[config.mk]
export PLATFORM = sky130hd
export DESIGN_NAME = decoder_sel_sequencer
export DESIGN_NICKNAME = d
export VERILOG_FILES = /design/src/rtl/decoder_sel_sequencer.sv
export SDC_FILE = /design/constraint.sdc
export NUM_CORES = 1
export LEC_CHECK = 0
export CAP_MARGIN = 20
export CORE_AREA = 5 5 42 44
export CTS_CLUSTER_DIAMETER = 60
export CTS_CLUSTER_SIZE = 28
export DETAILED_ROUTE_END_ITERATION = 8
export DIE_AREA = 0 0 47 49
export GPL_ROUTABILITY_DRIVEN = 1
export PLACE_DENSITY = 0.67
export SLEW_MARGIN = 20
export SYNTH_ARGS = -nofsm -noshare
export SYNTH_HDL_FRONTEND = slang
export SYNTH_SLANG_ARGS = --single-unit
[constraint.sdc]
create_clock -name clk -period 4.6 [get_ports clk]
set_input_delay 0.69 -clock clk [delete_from_list [all_inputs] [get_ports clk]]
set_output_delay 0.69 -clock clk [all_outputs]
set_load 0.02 [all_outputs]
[src/rtl/decoder_sel_sequencer.sv]
`default_nettype none
// ============================================================================
//  Module   : decoder_sel_sequencer
//  Purpose  : Drives the a/b/c select inputs of a 3-to-8 decoder from a
//             registered 3-bit index that steps every DIV enabled clocks in
//             up, down, hold or (optionally) bounce order. Provides a
//             synchronous load plus tick/wrap strobes.
//  Options  : DEC_SEL_BOUNCE_EN - when defined, mode 2'b10 bounces 0..7..0
//             using a direction flag; otherwise mode 2'b10 counts up.
//  Revision : 1.0 - initial release
// ============================================================================
module decoder_sel_sequencer #(
    parameter int DIV = 4
) (
    input  logic       clk,
    input  logic       rst_n,
    input  logic       en,
    input  logic [1:0] mode,
    input  logic       load,
    input  logic [2:0] load_val,
    output logic       a,
    output logic       b,
    output logic       c,
    output logic       tick,
    output logic       wrap
);

    localparam int         CNT_W       = (DIV > 1) ? $clog2(DIV) : 1;
    localparam logic [1:0] c_mode_up   = 2'b00;
    localparam logic [1:0] c_mode_down = 2'b01;
    localparam logic [1:0] c_mode_bnc  = 2'b10;

    logic [CNT_W-1:0] r_cnt;
    logic [2:0]       r_idx;
    logic             r_tick;
    logic             r_wrap;
    logic             w_step;
    logic [2:0]       w_idx_nxt;
    logic             w_wrap_nxt;
`ifdef DEC_SEL_BOUNCE_EN
    logic             r_dn;
    logic             w_dn_nxt;
`endif

    // A step fires on the enabled edge that completes a prescaler period.
    assign w_step = en && (r_cnt == CNT_W'(DIV - 1));

    // Next index, wrap flag and bounce direction for a step in the current mode.
    always_comb begin
        w_idx_nxt  = r_idx;
        w_wrap_nxt = 1'b0;
`ifdef DEC_SEL_BOUNCE_EN
        w_dn_nxt   = 1'b0;
`endif
        case (mode)
            c_mode_up: begin
                w_idx_nxt  = r_idx + 3'd1;
                w_wrap_nxt = (r_idx == 3'd7);
            end
            c_mode_down: begin
                w_idx_nxt  = r_idx - 3'd1;
                w_wrap_nxt = (r_idx == 3'd0);
            end
            c_mode_bnc: begin
`ifdef DEC_SEL_BOUNCE_EN
                if (!r_dn) begin
                    if (r_idx == 3'd7) begin
                        w_idx_nxt  = 3'd6;
                        w_dn_nxt   = 1'b1;
                        w_wrap_nxt = 1'b1;
                    end else begin
                        w_idx_nxt  = r_idx + 3'd1;
                    end
                end else begin
                    if (r_idx == 3'd0) begin
                        w_idx_nxt  = 3'd1;
                        w_dn_nxt   = 1'b0;
                        w_wrap_nxt = 1'b1;
                    end else begin
                        w_idx_nxt  = r_idx - 3'd1;
                        w_dn_nxt   = 1'b1;
                    end
                end
`else
                w_idx_nxt  = r_idx + 3'd1;
                w_wrap_nxt = (r_idx == 3'd7);
`endif
            end
            default: begin
                w_idx_nxt  = r_idx;
                w_wrap_nxt = 1'b0;
            end
        endcase
    end

    // Prescaler, index and strobes; load overrides any step on the same edge.
    always_ff @(posedge clk or negedge rst_n) begin
        if (!rst_n) begin
            r_cnt  <= '0;
            r_idx  <= 3'd0;
            r_tick <= 1'b0;
            r_wrap <= 1'b0;
        end else if (load) begin
            r_cnt  <= '0;
            r_idx  <= load_val;
            r_tick <= 1'b0;
            r_wrap <= 1'b0;
        end else if (w_step) begin
            r_cnt  <= '0;
            r_idx  <= w_idx_nxt;
            r_tick <= 1'b1;
            r_wrap <= w_wrap_nxt;
        end else begin
            if (en) begin
                r_cnt <= r_cnt + CNT_W'(1);
            end
            r_tick <= 1'b0;
            r_wrap <= 1'b0;
        end
    end

`ifdef DEC_SEL_BOUNCE_EN
    // Bounce direction; cleared by load and by any step outside bounce mode.
    always_ff @(posedge clk or negedge rst_n) begin
        if (!rst_n) begin
            r_dn <= 1'b0;
        end else if (load) begin
            r_dn <= 1'b0;
        end else if (w_step) begin
            r_dn <= w_dn_nxt;
        end
    end
`endif

    assign a    = r_idx[0];
    assign b    = r_idx[1];
    assign c    = r_idx[2];
    assign tick = r_tick;
    assign wrap = r_wrap;

endmodule
`default_nettype wire

-- Word-level counts from Yosys, hierarchy flattened
Index checks and enable logic that the tools add are counted.
- register bits after elaboration: 7
- bits in latches: 0
- memory bits (writable): 0
- ROM bits: 0
- input port bits: 9
- logic and storage cells: 30
- memories: 0
- $add $sub $neg: 3
- $mul: 0
- divide/modulo/power cells: 0
- magnitude comparators: 0
- equal/unequal tests: 4
- shifts and indexed selects: 0
- multiplexer cells: 11
- bitwise logic cells: 0
- reductions and logical operators: 8
- operators by type and width (kind ; number):
    two-way mux 2 bit ; 3
    two-way mux 3 bit ; 2
    one-hot mux 3 bit (2 select lines) ; 1
    nonzero test 3 bit ; 2
    == test 2 bit (second input constant) ; 2
    two-way mux 1 bit ; 4
    adder 3 x 1 -> 3 bit (second input constant) ; 1
    == test 3 bit (second input constant) ; 1
    zero test 3 bit ; 1
    subtractor 3 x 1 -> 3 bit (second input constant) ; 1
    adder 2 x 1 -> 2 bit (second input constant) ; 1
    == test 2 x 1 -> 1 bit (second input constant) ; 1
    zero test 2 bit ; 1
    one-hot mux 1 bit (2 select lines) ; 1
    AND reduction 2 bit ; 1
    nonzero test 2 bit ; 1
    OR reduction 2 bit ; 1
    logical AND 1 bit ; 1

-- Depth between registers and ports, before layout
Gate-level depths: netlist of the first run.
- depth after elaboration: 5
- mapped depth: 5

-- Worst setup path after synthesis of the first run
No wires, ideal clock.
- kind: input to register
- from: input port mode[0]
- to: register r_idx[2]
- library setup time: 72 ps
- data arrival time: 1838 ps
- data required time: 4528 ps
- setup slack: 2690 ps
- cell stages on the path: 5
- buffers on the path: 0
- cell sequence: xor2_1 > ha_1 > or3b_1 > a2111oi_0 > nand4b_1
- word-level cells in the longest chain between the ends: 5
- RTL lines (element ; RTL line ; RTL):
    start: declaration ; 18 ; input logic [1:0] mode,
    == test 2 bit / zero test 2 bit (equally long branches) ; 55 ; case (mode)
    OR reduction 2 bit (no source line) ; - ;
    one-hot mux 3 bit (2 select lines) ; 55 ;
    two-way mux 3 bit ; 108 ; end else if (w_step) begin
    two-way mux 3 bit ; 103 ; end else if (load) begin
    end signal: assignment ; 105 ; r_idx <= load_val;
    end signal: assignment ; 110 ; r_idx <= w_idx_nxt;
    end: declaration ; 34 ; logic [2:0] r_idx;
Several ways; a longest one is shown, not always the timed one. The select of a mux whose other input is x is not followed.
A chain may end at the register's enable or synchronous reset.

-- Final worst setup path of the first run
Same ends and word-level chain as after synthesis.

==> key figures, run 1 <==
Clocking
  • CTS tree: yes
  • Hold-fix buffers, CTS: 0
  • Postcts setup bufs: 0
  • H-tree lvl count: 1
  • Post-cts resize count: 0
  • Clock Pin Slew Worst Setup and Hold Paths: approximately 50 ps
  • Root Buffer: clkbuf_4
  • CTS Sinks: 7
  • CTS Buf Count: 3
  • Clk_lat worst skew: 240 ps
  • Clk buf depth: 2

Final layout
  • Finished Layout Cells: 72
  • Ant. Diodes: 0
  • Most frequent cells in the layout: 13 x clkdlybuf4s50_1, 7 x dfrtp_1, 5 x nor2_1, 4 x o21ai_0, 3 x clkbuf_4
  • Nets: 68
  • Fin area: 563 µm²
  • Layout cell share with drive strength beyond 1: 8.93%
  • Commonest non-fill, non-tap cell in the layout: clkdlybuf4s50_1
  • Fill cells: roughly 150
  • Area Overhead vs Synth: 45.6%

Timing
  • Final hold slack: about 530 ps
  • FMAX: 444 MHz
  • Rel. slew slack: 78.1%
  • Share of the clock period used by the worst path: 49.0%
  • Final hold violations: 0
  • Worst Tran Pin Value: between 300 and 400 ps
  • Slew Limit Fails: 0
  • Clk_skew: roughly 1.4 ps
  • Endpoints failing setup: 0
  • Sum Neg Setup Slack: 0 ps
  • Final Critical Period: 2250 ps
  • RSZ-0062 raised after global routing: false

Outcome
  • Status: complete, no violations

Synth
  • Async SR Flop Fraction: 100%
  • Yosys reg bits: 7
  • Post-synth EDFFs: 0
  • Synth top area share: 45.3%
  • Yosys warnings: 0
  • Area contributors post-synth: dfrtp_1 45%, ha_1 6.5%, o21ai_0 5.2%, nor2_1 4.9%, nand4b_1 4.5%
  • Mapped Cells: 39
  • Synth area leader: dfrtp_1
  • Syn Nets: 50
  • Synth Flop Type: dfrtp_1
  • Syn Area/Cell: 9.91 µm²
  • Register area share after synthesis: 45.3%
  • Syn Std Cell Area: 387 µm²
  • Synth cell types: 21

Pwr
  • Logic gate share of total power: about 23%
  • Pwr per Cell Area: 287 mW/mm²
  • Peak VDD IR: 0.108 mV
  • Internal power: 0.120 mW
  • Flop pwr share: 44.4%
  • Clock share of power: 33.1%
  • Pleak: 0.232 nW
  • Sw frac: 25.9%
  • Net Sw Power: roughly 0.042 mW

Worst setup path
  • CP max-delay cell: clkdlybuf4s50_1
  • CP cell instances: clkdlybuf4s50_1 -> xor2_1 -> ha_1 -> or3b_1 -> a2111oi_0 -> nand4b_1
  • Crit path max fanout: 6
  • Critical Path AT: 2430 ps
  • Max incr delay on CP: 480 ps
  • Crit. End Element: flop
  • Startpoint Class: primary input
  • Req. time, crit path: 4780 ps
  • Crit Path Category: primary input to flop

Global route
  • GRT Util Overall: 8.63%
  • Largest net degree at the start of global routing: 8
  • Initial antenna violation count: 0
  • Number of global-route vias before repair: 350
  • Global route overflow: 0
  • First-pass GRT wire length: 1.36 mm

Floorplan
  • Initial core utilization: 27.6%
  • Die Y-Extent: approximately 50 µm
  • Die Span X: 47 µm
  • IO Pins: 14
  • Std cell rows: 14
  • Full die area: 0.00230 mm²
  • Core region area: 0.00140 mm²

Place
  • DP Cell Count: 68
  • Placed Area: 537 µm²
  • DPL Wire Length: 620 µm
  • Placer Congestion: between 0.6 and 0.7
  • # port buffers: 13

Min path
  • Worst Hold Class: flop to flop

Job
  • Max Cap Violations: 0

Drt
  • Drt pass-1 iters: 2
  • Starting DRT DRC Count: 1
  • WL final: 776 µm
  • Via density: 4.82
  • DRC violations left: 0
  • Routed Antenna Nets: 0
  • Routed len/inst: 10.8 µm
  • Via count: roughly 350
## power groups by stage
| stage | registers, mW | clock network, mW | logic [mW] |
|---|---|---|---|
| final | 0.0717 | 0.0535 | 0.0364 |
| after global routing | 0.0725 | 0.0598 | 0.0409 |
| after CTS | 0.0718 | 0.0587 | 0.0370 |
| after detailed placement | 0.0728 | 0 | 0.0368 |
| after global placement | 0.0727 | 0 | 0.0362 |
| after floorplan | 0.0754 | 0 | 0.0147 |
## flip-flops by register name, indices dropped and copies added (netlist names)
name / flops
wrap: 1
tick: 1
r_cnt: 2
r_idx: 3
## worst paths after layout
kind / start / to / slack, ps / depth (start not counted)
max reg2reg: r_idx[1] / r_idx[2] / 2830 / 5
min in group asynchronous: rst_n / tick / 700 / 1
min: r_cnt[1] / r_cnt[1] / 530 / 2
max: mode[0] / r_idx[2] / 2350 / 6
min reg2reg: r_cnt[1] / r_cnt[1] / 530 / 2
max in group asynchronous: rst_n / wrap / 3670 / 1
## cell usage after synthesis (all sizes together) (2+ instances only)
cell type  number
o21ai           4
or3b            2
a31oi           2
dfrtp           7
and2            2
ha              2
nand2           2
nor2            5
nand4b          2
## stage by stage
stage / power (mW) / setup slack, ps / util [%]
after global placement: 0.109 / 2140 / 38.3
after floorplan: 0.0901 / 2690 / -
after detailed placement: 0.110 / 2090 / 38.3
final: 0.162 / 2350 / 40.2
after global routing: 0.173 / 2230 / 40.2
after CTS: 0.167 / 2360 / 40.2
## critical path, delay by kind of cell
kind,cells,cell delay [ps]
XOR/XNOR,1,170
AND/OR/NAND/NOR,2,520
AO/OA/AOI/OAI,1,380
adder cells (fa/ha/maj),1,190
buffers and inverters,1,480
## cells by family (layout without fill, tap and decap cells)
kind of cell | Yosys count | count (layout) | synth area share, %
multiplexers | 1 | 1 | 2.59
flip-flops | 7 | 7 | 45.3
adder cells (fa/ha/maj) | 2 | 2 | 6.47
AO/OA/AOI/OAI | 7 | 7 | 10.7
AND/OR/NAND/NOR | 19 | 19 | 29.5
buffers and inverters | 1 | 18 | 0.970
XOR/XNOR | 2 | 2 | 4.53
## area by class of cell
class / count / area, µm² / share of cell area [%]
Inverter: 1 / 3.75 / 0.667
Multi-Input combinational cell: 31 / 208 / 36.9
Clock buffer: 4 / 26.3 / 4.67
Tap cell: 16 / 20.0 / 3.56
Sequential cell: 7 / 175 / 31.1
Timing Repair Buffer: 13 / 130 / 23.1
## layer usage
metal,vias up,GRT usage (%),share of wire (%)
met5,-,0,0
met4,0,6.91,0
met3,0,5.17,12
met2,13,11.8,47
met1,158,9.15,41
li1,176,-,-
No activity file was read; power rests on OpenSTA's default activity.
==> run 2: changes to the inputs <==
PLACE_DENSITY = 0.69   (was 0.67)
clock period = 1.8 ns   (was 4.6 ns; I/O delays follow)
==> run 2 against run 1 <==
Effect of this change:
- routed wire length rose by 20%
- non-clock buffer count grew 6
- clock skew rose by 2.8 ps
- count of clock-buffer cells in the layout stayed put
- critical endpoint unchanged
- largest cell class unchanged
- highest routed layer is now met4
==> key figures, run 2 (synthesized netlist as in run 1, its figures left out) <==
Global route
  • Largest net degree at the start of global routing: 8 (unchanged)
  • Global route overflow: 0 (unchanged)
  • Initial antenna violation count: 0 (unchanged)
  • First-pass GRT wire length: 1.45 mm (was 1.36 mm)
  • GRT Util Overall: 9.26% (was 8.63%)
  • Number of global-route vias before repair: 365 (was 350)

Drt
  • Drt pass-1 iters: 2 (unchanged)
  • Starting DRT DRC Count: 3 (was 1)
  • Routed Antenna Nets: 0 (unchanged)
  • Via density: 4.81 (was 4.82)
  • DRC violations left: 0 (unchanged)
  • WL final: 934 µm (was 776 µm)
  • Routed len/inst: 12.0 µm (was 10.8 µm)
  • Via count: 375 (was 347)

Timing
  • Final hold slack: 268 ps (was 529 ps)
  • Final Critical Period: around 1700 ps
  • Slew Limit Fails: 0 (unchanged)
  • Sum Neg Setup Slack: 0 ps (unchanged)
  • Worst Tran Pin Value: 326 ps (was 320 ps)
  • Share of the clock period used by the worst path: 96.1%
  • Final setup margin: 70.6 ps (was 2350 ps)
  • Final hold violations: 0 (unchanged)
  • Clk_skew: 4.18 ps (was 1.41 ps)
  • FMAX: between 500 and 600 MHz
  • Endpoints failing setup: 0 (unchanged)
  • RSZ-0062 raised after global routing: false (unchanged)
  • Rel. slew slack: 78.2% (was 78.1%)

Worst setup path
  • Crit path max fanout: 2 (was 6)
  • Crit Path Category: primary input to flop (unchanged)
  • CP cell instances: clkdlybuf4s50_1 -> xor2_1 -> ha_1 -> or3b_1 -> a2111oi_2 -> nand4b_1 (was clkdlybuf4s50_1 -> xor2_1 -> ha_1 -> or3b_1 -> a2111oi_0 -> nand4b_1)
  • Max incr delay on CP: 440 ps (was 480 ps)
  • Startpoint Class: primary input (unchanged)
  • CP startpoint: mode[0] (unchanged)
  • Crit path max-delay family: simple AND/OR/NAND/NOR gates (unchanged)
  • Critical Path AT: 1930 ps (was 2430 ps)
  • CP max-delay cell: clkdlybuf4s50_1 (unchanged)
  • CP bufs+invs: 1 (unchanged)
  • Crit. End Element: flop (unchanged)
  • RR Startpoint: r_idx[1] (unchanged)
  • Req. time, crit path: 2000 ps (was 4780 ps)

Final layout
  • Top Registers: r_idx: 3 flops, r_cnt: 2 flops (unchanged)
  • Finished Layout Cells: 78 (was 72)
  • Most frequent cells in the layout: 13 x clkdlybuf4s50_1, 7 x dfrtp_1, 6 x buf_4, 5 x nor2_1, 4 x o21ai_0 (was 13 x clkdlybuf4s50_1, 7 x dfrtp_1, 5 x nor2_1, 4 x o21ai_0, 3 x clkbuf_4)
  • Biggest register: r_idx (unchanged)
  • Layout cell share with drive strength beyond 1: 19.4% (was 8.93%)
  • Commonest non-fill, non-tap cell in the layout: clkdlybuf4s50_1 (unchanged)
  • Ant. Diodes: 0 (unchanged)
  • Area Overhead vs Synth: 58.9% (was 45.6%)
  • Fill cells: 141 (was 154)
  • Nets: 74 (was 68)
  • Final core utilization: 43.8% (was 40.2%)
  • Number of flip-flops under the largest register name: 3 (unchanged)
  • Fin area: 614 µm² (was 563 µm²)
  • Area of the multi-input gates: 214 µm² (was 208 µm²)
  • FF/Latch Area: 175 µm² (unchanged)

Pwr
  • Peak VDD IR: 0.259 mV (was 0.108 mV)
  • Final Power: 0.441 mW (was 0.162 mW)
  • Pwr per Cell Area: 718 mW/mm² (was 287 mW/mm²)
  • Pleak: 0.261 nW (was 0.232 nW)

Floorplan
  • Die Span X: 47 µm (unchanged)
  • IO Pins: 14 (unchanged)
  • Full die area: 0.00230 mm² (unchanged)
  • Die Y-Extent: 49 µm (unchanged)
  • Initial core utilization: 27.6% (unchanged)
  • Std cell rows: 14 (unchanged)
  • Core region area: 0.00140 mm² (unchanged)

Clocking
  • Clk buf depth: 2 (unchanged)
  • H-tree lvl count: 1 (unchanged)
  • CTS Buf Count: 3 (unchanged)
  • Postcts setup bufs: 0 (unchanged)
  • CTS tree: yes (unchanged)
  • Clk_lat worst skew: 260 ps (was 240 ps)
  • Root Buffer: clkbuf_4 (unchanged)
  • CTS Sinks: 7 (unchanged)
  • Clock Pin Slew Worst Setup and Hold Paths: 60 ps (was 50 ps)

Place
  • Placed Area: 582 µm² (was 537 µm²)
  • Pre-CTS setup slack: -225 ps (was 2090 ps)
  • DPL Wire Length: 765 µm (was 620 µm)
  • DP Cell Count: 74 (was 68)
  • Placer Congestion: 0.709 (was 0.685)
  • # port buffers: 13 (unchanged)

Job
  • Max Cap Violations: 0 (unchanged)

Outcome
  • Status: complete, no violations (unchanged)

Min path
  • Worst Hold Class: primary input to asynchronous set/reset pin (was flop to flop)
run 2: cell count changes in the layout (fill, tap and decap cells not counted), sizes merged:
cell  delta
buf      +6
run 2: layer usage:
layer	track usage (%)	up-vias	part of all wire, %
met5	0	-	0
met4	9.68	0	4.1
met3	2.21	5	8.4
met2	13.8	13	47
met1	9.58	170	41
li1	-	187	-
run 2: area by class of cell:
class                      instances  area share, %
sequential                         7           28.5
inverter                           1          0.611
clock buffer                       4           4.28
multi-input combinational         31           34.8
timing repair buffer              19           28.5
tap                               16           3.26
run 2: repair_timing:
| action | in CTS | in global routing |
|---|---|---|
| resized for setup | 0 | 2 |
| endpoints found under the setup margin | 0 | 1 |
| hold buffers | 0 | 0 |
run 2: worst paths after layout:
| check | cells after the start | to | slack, ps |
|---|---|---|---|
| max in group asynchronous | 1 | r_cnt[1] | 1290 |
| max reg2reg | 5 | r_idx[2] | 100 |
| max | 6 | r_idx[2] | 70 |
| min in group clk | 2 | r_cnt[1] | 530 |
| min reg2reg | 2 | r_cnt[1] | 530 |
| min | 1 | wrap | 270 |
run 2: report_power, final:
part | switching, mW | internal [mW]
Sequential | 0.00964 | 0.170
Clock | 0.0655 | 0.0851
Combinational | 0.0494 | 0.0620
Total | 0.125 | 0.317
==> run 3: changes to the inputs <==
ABC_AREA = 0   (was not set)
==> results of run 3 <==
No change in the layout: final DEF, timing and power equal those of run 2.
